<file path="config.mk">
export PLATFORM = sky130hd
export DESIGN_NAME = muldiv_ctrl
export DESIGN_NICKNAME = d
export VERILOG_FILES = /design/src/rtl/muldiv_ctrl.sv
export SDC_FILE = /design/constraint.sdc
export NUM_CORES = 1
export LEC_CHECK = 0
export CAP_MARGIN = 20
export CORE_ASPECT_RATIO = 1.75
export CORE_MARGIN = 5
export CORE_UTILIZATION = 50
export DETAILED_ROUTE_END_ITERATION = 10
export PLACE_DENSITY = 0.7
export SLEW_MARGIN = 25
export SYNTH_ARGS = -nofsm -noshare
export SYNTH_HDL_FRONTEND = slang
export SYNTH_SLANG_ARGS = --single-unit
</file>
<file path="constraint.sdc">
create_clock -name clk -period 3.7 [get_ports clk]
set_clock_uncertainty 0.2 [all_clocks]
set_input_delay 0.555 -clock clk [delete_from_list [all_inputs] [get_ports clk]]
set_output_delay 0.555 -clock clk [all_outputs]
set_load 0.005 [all_outputs]
</file>
<file path="src/rtl/muldiv_ctrl.sv">
// Purpose: signed 32x32 multiply / divide sequencer producing HI/LO, one step per cycle.
// Latency: 35 cycles from the start edge to the done cycle (optional divide-by-zero trap: 2 cycles).
// Backpressure: busy is held high from PREP through DONE; start is ignored while busy, with no queuing.
// Optional feature: define MULDIV_DIV0_TRAP_EN to trap DIV by zero in PREP (done+div0, HI/LO untouched).
module muldiv_ctrl (
   input  logic        clk,
   input  logic        reset,
   input  logic        start,
   input  logic        op,
   input  logic [31:0] a_in,
   input  logic [31:0] b_in,
   output logic        busy,
   output logic        done,
   output logic        hilo_w,
   output logic [31:0] hi_out,
   output logic [31:0] lo_out,
   output logic        div0
);

   typedef enum logic [2:0] {
      IDLE = 3'd0,
      PREP = 3'd1,
      RUN  = 3'd2,
      FIX  = 3'd3,
      DONE = 3'd4
   } state_t;

   state_t      state_q, state_d;
   logic        op_q, op_d;
   logic [31:0] a_q, a_d;
   logic [31:0] b_q, b_d;
   logic [31:0] m_q, m_d;     // multiplicand or divisor magnitude
   logic [31:0] wh_q, wh_d;   // partial product high half / partial remainder
   logic [31:0] wl_q, wl_d;   // multiplier shifting out / quotient shifting in
   logic [31:0] hi_q, hi_d;
   logic [31:0] lo_q, lo_d;
   logic [5:0]  cnt_q, cnt_d;
   logic        qneg_q, qneg_d; // negate product or quotient in FIX
   logic        rneg_q, rneg_d; // negate remainder in FIX
`ifdef MULDIV_DIV0_TRAP_EN
   logic        dz_q, dz_d;
   logic        dz_hit;
`endif

   logic [31:0] a_mag;
   logic [31:0] b_mag;
   logic [32:0] mul_sum;
   logic [32:0] div_sh;
   logic [32:0] div_diff;
   logic [63:0] prod_neg;

   // Datapath helpers: operand magnitudes, add/subtract step, 64-bit negation.
   always_comb begin
      a_mag    = a_q[31] ? (32'd0 - a_q) : a_q;
      b_mag    = b_q[31] ? (32'd0 - b_q) : b_q;
      mul_sum  = {1'b0, wh_q} + {1'b0, m_q};
      div_sh   = {wh_q, wl_q[31]};
      div_diff = div_sh - {1'b0, m_q};
      prod_neg = 64'd0 - {wh_q, wl_q};
   end

`ifdef MULDIV_DIV0_TRAP_EN
   // Divide-by-zero detection on the captured divisor.
   always_comb begin
      dz_hit = op_q & (b_q == 32'd0);
   end
`endif

   // Next-state and datapath update for the sequencer.
   always_comb begin
      state_d = state_q;
      op_d    = op_q;
      a_d     = a_q;
      b_d     = b_q;
      m_d     = m_q;
      wh_d    = wh_q;
      wl_d    = wl_q;
      hi_d    = hi_q;
      lo_d    = lo_q;
      cnt_d   = cnt_q;
      qneg_d  = qneg_q;
      rneg_d  = rneg_q;
`ifdef MULDIV_DIV0_TRAP_EN
      dz_d    = dz_q;
`endif
      case (state_q)
         IDLE: begin
            if (start) begin
               a_d     = a_in;
               b_d     = b_in;
               op_d    = op;
               state_d = PREP;
            end
         end
         PREP: begin
            cnt_d   = 6'd0;
            wh_d    = 32'd0;
            state_d = RUN;
            if (!op_q) begin
               m_d    = a_mag;
               wl_d   = b_mag;
               qneg_d = a_q[31] ^ b_q[31];
               rneg_d = 1'b0;
            end else begin
               m_d    = b_mag;
               wl_d   = a_mag;
               // A zero divisor yields an all-ones quotient; keep it unsigned-looking
               // so the result is 0xFFFFFFFF regardless of the dividend sign.
               qneg_d = (a_q[31] ^ b_q[31]) & (b_q != 32'd0);
               rneg_d = a_q[31];
            end
`ifdef MULDIV_DIV0_TRAP_EN
            dz_d = dz_hit;
            if (dz_hit) begin
               state_d = DONE;
            end
`endif
         end
         RUN: begin
            if (!op_q) begin
               if (wl_q[0]) begin
                  {wh_d, wl_d} = {mul_sum, wl_q[31:1]};
               end else begin
                  {wh_d, wl_d} = {1'b0, wh_q, wl_q[31:1]};
               end
            end else begin
               if (!div_diff[32]) begin
                  wh_d = div_diff[31:0];
                  wl_d = {wl_q[30:0], 1'b1};
               end else begin
                  wh_d = div_sh[31:0];
                  wl_d = {wl_q[30:0], 1'b0};
               end
            end
            cnt_d = cnt_q + 6'd1;
            if (cnt_q == 6'd31) begin
               state_d = FIX;
            end
         end
         FIX: begin
            // HI/LO load on the edge into DONE so they are visible alongside hilo_w.
            if (!op_q) begin
               {hi_d, lo_d} = qneg_q ? prod_neg : {wh_q, wl_q};
            end else begin
               lo_d = qneg_q ? (32'd0 - wl_q) : wl_q;
               hi_d = rneg_q ? (32'd0 - wh_q) : wh_q;
            end
            state_d = DONE;
         end
         DONE: begin
            state_d = IDLE;
         end
         default: begin
            state_d = IDLE;
         end
      endcase
   end

   // State and datapath registers; reset aborts any operation in flight.
   always_ff @(posedge clk or negedge reset) begin
      if (!reset) begin
         state_q <= IDLE;
         op_q    <= 1'b0;
         a_q     <= 32'd0;
         b_q     <= 32'd0;
         m_q     <= 32'd0;
         wh_q    <= 32'd0;
         wl_q    <= 32'd0;
         hi_q    <= 32'd0;
         lo_q    <= 32'd0;
         cnt_q   <= 6'd0;
         qneg_q  <= 1'b0;
         rneg_q  <= 1'b0;
`ifdef MULDIV_DIV0_TRAP_EN
         dz_q    <= 1'b0;
`endif
      end else begin
         state_q <= state_d;
         op_q    <= op_d;
         a_q     <= a_d;
         b_q     <= b_d;
         m_q     <= m_d;
         wh_q    <= wh_d;
         wl_q    <= wl_d;
         hi_q    <= hi_d;
         lo_q    <= lo_d;
         cnt_q   <= cnt_d;
         qneg_q  <= qneg_d;
         rneg_q  <= rneg_d;
`ifdef MULDIV_DIV0_TRAP_EN
         dz_q    <= dz_d;
`endif
      end
   end

   // Status outputs decode directly from the state register.
   always_comb begin
      busy   = (state_q != IDLE);
      done   = (state_q == DONE);
      hi_out = hi_q;
      lo_out = lo_q;
`ifdef MULDIV_DIV0_TRAP_EN
      hilo_w = (state_q == DONE) & ~dz_q;
      div0   = (state_q == DONE) & dz_q;
`else
      hilo_w = (state_q == DONE);
      div0   = 1'b0;
`endif
   end

endmodule

</file>
# ---- Word-level counts from Yosys, hierarchy flattened
# Cells that the tools add are included.
dict set report totals {
  register_bits 236
  word_cells 58
  in_bits 68
  out_inout_bits 68
}
dict set report op_classes {
  n_mux 23
  n_reduce_logical 6
  bitwise_logic 2
  eq_ne 7
  addsub 8
}
# cell count
set ops {}
lappend ops {{32-bit two-way mux} 13}
lappend ops {{32-bit case mux with 2 select lines} 2}
lappend ops {{1-bit by 32-bit subtractor with 32-bit output (first input constant)} 4}
lappend ops {{64-bit two-way mux} 1}
lappend ops {{1-bit by 64-bit subtractor with 64-bit output (first input constant)} 1}
lappend ops {{32-bit by 32-bit adder with 33-bit output} 1}
lappend ops {{33-bit by 32-bit subtractor with 33-bit output} 1}
lappend ops {{32-bit nonzero test} 1}
lappend ops {{3-bit case mux with 4 select lines} 1}
lappend ops {{6-bit case mux with 2 select lines} 1}
lappend ops {{6-bit by 1-bit adder with 6-bit output (second input constant)} 1}
lappend ops {{3-bit by 2-bit == test with 1-bit output (second input constant)} 2}
lappend ops {{6-bit by 5-bit == test with 1-bit output (second input constant)} 1}
lappend ops {{3-bit two-way mux} 2}
lappend ops {{2-bit inequality test (second input constant)} 2}
lappend ops {{2-bit AND reduction} 2}
lappend ops {{3-bit by 1-bit == test with 1-bit output (second input constant)} 1}
lappend ops {{3-bit == test (second input constant)} 1}
lappend ops {{3-bit zero test} 1}
lappend ops {{1-bit two-way mux} 3}
lappend ops {{3-bit nonzero test} 1}
lappend ops {{2-bit nonzero test} 1}
lappend ops {{1-bit AND} 1}
lappend ops {{1-bit XOR} 1}

# ---- Logic depth before layout (Yosys ltp)
dict set report depth {
  word_depth 4
  mapped_depth 15
  mapped_depth_nobuf 13
}

# ---- Least setup slack after synthesis
# No wires, ideal clock.
dict set report synth_path {
  kind {register -> register}
  from {reg wl_q[31]}
  to {reg wh_q[11]}
  stages_incl_launch_ff 15
  period_less_slack_ns 3.341
  required_ns 3.358
  slack_ns 0.359
  path_buffers 2
  arrival_time_ns 2.999
  setup_ns 0.142
  cell_sequence {dfrtp_1 -> inv_1 -> ha_1 -> fa_1 -> nand2b_1 -> a21oi_1 -> o211ai_1 -> nand3_1 -> a21oi_1 -> nor2_1 -> xor2_1 -> buf_2 -> buf_2 -> mux2i_1 -> o221ai_1}
}
dict set report synth_via {
  elab_chain_len 4
}
# element line_no
set synth_rtl {}
lappend synth_rtl {{from (decl)} 34} ;# logic [31:0] wl_q, wl_d;
lappend synth_rtl {{from (signal assigned)} 184} ;# wl_q <= wl_d;
lappend synth_rtl {{33-bit by 32-bit subtractor with 33-bit output} 58} ;# div_diff = div_sh - {1'b0, m_q};
lappend synth_rtl {{32-bit two-way mux} 127} ;# if (!div_diff[32]) begin
lappend synth_rtl {{32-bit two-way mux} 120} ;# if (!op_q) begin
lappend synth_rtl {{32-bit case mux with 2 select lines} 86} ;# case (state_q)
lappend synth_rtl {{to (signal assigned)} 183} ;# wh_q <= wh_d;
lappend synth_rtl {{to (decl)} 33} ;# logic [31:0] wh_q, wh_d;
# Every way passes these cells.
# A chain may end at the register's enable or synchronous reset.

# ---- Worst setup path after layout
dict set report layout_path {
  from {reg m_q[0]}
  to {reg wh_q[15]}
}
dict set report layout_via {
  elab_chain_len 4
  word_cells_on_any_way 6
  cone_classes {add/sub: 2; mux: 4}
}
# element line_no
set layout_rtl {}
lappend layout_rtl {{from (decl)} 32} ;# logic [31:0] m_q, m_d;
lappend layout_rtl {{from (signal assigned)} 182} ;# m_q <= m_d;
lappend layout_rtl {{33-bit by 32-bit subtractor with 33-bit output or 32-bit by 32-bit adder with 33-bit output (tied branches)} {58, 56}}
lappend layout_rtl {{32-bit two-way mux, on equally long branches} {127, 121}}
lappend layout_rtl {{32-bit two-way mux *} 120}
lappend layout_rtl {{32-bit case mux with 2 select lines *} 86}
# Mark *: on every way between the ends. The rest lies on a longest branch, timed or not.

==> impl_results.md <==
* Pwr Total at 22.8 mW
* CP Launch Type: flip-flop
* Cell taking the most area after synthesis: dfrtp_1
* Die ar. at 37300 um2
* H-tree depth at 1
* Combinational power share at 0.663
* # DRC at 0
* Status: complete, no violations
* Total inserted antenna cells at 0
* Critical setup path kind: flip-flop to flip-flop
* Worst Path Max Fanout at 6
* Final hold viol count at 0
* Number of global-route vias before repair at 15300
* Cts bufs inserted at 24
* Unique masters post-synth at 78
* Antenna violations before repair at 0
* Fin nets at 2231
* Largest net degree at the start of global routing at 94
* Antenna Nets Post-Route at 0
* CTS tree: built
* Clock Pin Slew Worst Setup and Hold Paths at 0.06 ns
* Tot GR Track Use at 0.287
* Top-count cell post-synth: nand2_1
* CP Capture Type: flip-flop
* Clock sink count at 236
* Cell Rows at 88
* Global placer's final weighted congestion at 1.01
* Post-DR wirelength/cell at 21.8 um
* Syn Inst Count at 1933
* Final setup viols at 0
* Reg2reg path depth at 16
* Worst slew pin tran at 0.940 ns
* P_int at 11.7 mW
* P&R area growth vs syn at 19.4%
* YS warnings at 0
* Sequential area share after synthesis at 0.354
* Syn Area/Cell at 8.63 um2
* Flops & latches, synth at 236
* EDFF count, synth at 0
* Async S/R FF share, synth at 1.00
* Die Width at 148 um
* Peak Freq at 283 MHz
* Tcrit/Tclk final at 0.956
* Post-DP HPWL at 42900 um
* Lkg Pwr at 8.65 nW
* Post-Route M1 WL at 19700 um
* Tmin final at 3.54 ns
* Final Max Tran Viols at 0
* Root Buffer: clkbuf_16
* Vias at 15300
* DRT iter0 DRCs at 1027
* Seq pwr share at 0.229
* Share of the synthesized area in the top cell type at 0.354
* RSZ-0062 raised after global routing: true
* Critical Path RT at 3.91 ns
* Initial core utilization at 0.505
* Port Buf Inserts at 134
* NetSw at 11.1 mW
* Via density at 6.08
* Core area at 33000 um2
* Pre-CTS setup slack at 0.0651 ns
* First-pass DRT Iterations at 5
* Max transition margin at 0.371
* Layout cells sized above 1 at 0.124
* Power density cells at 1140 nW/um2
* Syn nets at 2072
* Worst skew pair latency at 0.55 ns
* Top cells by area in the synthesized netlist: dfrtp_1 35%, nand2_1 6.4%, o21ai_0 6.1%, ha_1 5.2%, xnor2_1 4.6%
* CP Data Arrival Time at 3.75 ns
* Post-Route WL at 54800 um
* Num ports at 136
* Met3 routed WL at 2140 um
* Total length of routed met2 wires at 27300 um
* Top Layer Used: met4
* Hold Path Cell Cnt at 2
* Maximum clock insertion buffer count at 3
* Clk pwr share at 0.108
* Chip Height at 252 um
* Ys flop type: dfrtp_1
* Worst min-delay path class: flip-flop to flip-flop
* Mapped Area at 16700 um2
* GR Overflow Total at 0
* Setup ws final at 0.163 ns
* Fill cell count at 2943
* First-pass GRT wire length at 84200 um
* Synth cell count leaders: 286 x nand2_1, 236 x dfrtp_1, 202 x o21ai_0
* Switching share of power at 0.485
* Number of max-cap violations at 0
* Max VDD drop at 0.000568 V
## worst max-delay path, stage by stage, from the launching register on
cell and delay [ns]:
dfrtp_1 0.39, ha_1 0.22, fa_1 0.39, nand2b_4 0.18, a21oi_4 0.18, o211ai_1 0.11, buf_4 0.16, nand3_1 0.12
a21oi_1 0.10, nor2_1 0.13, buf_4 0.14, xor2_4 0.27, buf_4 0.16, buf_4 0.11, mux2i_1 0.21, a22oi_1 0.12
a22o_1 0.22
## state kept, by name (all words and copies together) (netlist names)
register,flops
a_q,32
b_q,32
cnt_q,6
hi_out,32
lo_out,32
m_q,32
op_q,1
qneg_q,1
rneg_q,1
state_q,3
wh_q,32
wl_q,32
## placed cells by master (no fill, tap or decap), types with 24 or more instances in the layout
cell type | synthesis | routed
o21ai_0 | 202 | 202
o31ai_1 | 28 | 28
clkbuf_16 | 0 | 26
nor3_1 | 32 | 31
buf_4 | 2 | 107
mux2i_1 | 76 | 76
o211ai_1 | 24 | 24
nand2_1 | 286 | 286
o221ai_1 | 41 | 41
nand3_1 | 26 | 24
xnor2_1 | 87 | 87
ha_1 | 69 | 69
inv_1 | 70 | 70
mux2_2 | 63 | 63
nor2_1 | 104 | 103
xor2_1 | 81 | 80
a21o_1 | 30 | 30
dfrtp_1 | 236 | 234
a21oi_1 | 119 | 117
clkdlybuf4s50_1 | 0 | 133
## layer usage
metal | vias up | global-route usage
li1 | 7268 | -
met1 | 7312 | 0.311
met2 | 508 | 0.499
met3 | 196 | 0.0295
met4 | 0 | 0.240
met5 | - | 0
## kinds of logic after synthesis
| group | Yosys count | share of synthesized area |
|---|---|---|
| simple gates | 568 | 0.157 |
| compound gates | 564 | 0.215 |
| flops | 236 | 0.354 |
| buf+inv | 186 | 0.0434 |
| xor+xnor | 168 | 0.0882 |
| mux | 139 | 0.0881 |
| fa+ha+maj | 71 | 0.0542 |
| other cells | 1 | 0.000225 |
## power by group through the flow
| stage | registers [mW] | logic, mW | clock network [mW] |
|---|---|---|---|
| 2_1_floorplan | 4.78 | 9.75 | 0 |
| 3_3_place_gp | 5.17 | 14.3 | 0 |
| 3_5_place_dp | 5.23 | 14.5 | 0 |
| 4_1_cts | 5.18 | 14.6 | 2.50 |
| 5_1_grt | 5.35 | 16.4 | 2.59 |
| 6_report | 5.22 | 15.1 | 2.46 |
## worst paths after layout
kind | from | endpoint | slack, ns
max reg2reg | m_q[0] | wh_q[15] | 0.16
max in group asynchronous | reset | state_q[0] | 1.97
max | m_q[0] | wh_q[15] | 0.16
min | hi_out[11] | hi_out[11] | 0.28
min in group asynchronous | reset | lo_out[16] | 0.40
min reg2reg | hi_out[11] | hi_out[11] | 0.28
## stage by stage
step                      std cells  TNS (ns)   util  hold slack (ns)  area [um2]
after floorplan                1933         0      -           0.0594       16700
after global routing           2514   -0.0798  0.603            0.313       19900
after global placement         2464         0  0.574            0.262       19000
after CTS                      2508         0  0.598            0.288       19800
final                          2514         0  0.603            0.280       19900
after detailed placement       2464         0  0.574            0.274       19000
## layout make-up
cell class / count / area (um2) / area share
Tap cell: 405 / 507 / 0.0254
Clock inverter: 8 / 73.8 / 0.00370
Sequential cell: 236 / 5910 / 0.297
Timing Repair Buffer: 248 / 2280 / 0.115
Inverter: 71 / 267 / 0.0134
Clock buffer: 35 / 713 / 0.0358
Multi-Input combinational cell: 1511 / 10200 / 0.510
## what timing repair did
item                                    4_1_cts  5_1_grt
buffers inserted                              0        5
resized for setup                             0       15
endpoints found under the setup margin        0       30
endpoints found under the hold margin        89        0
hold buffers                                  1        0
No activity file was read; power rests on OpenSTA's default activity.
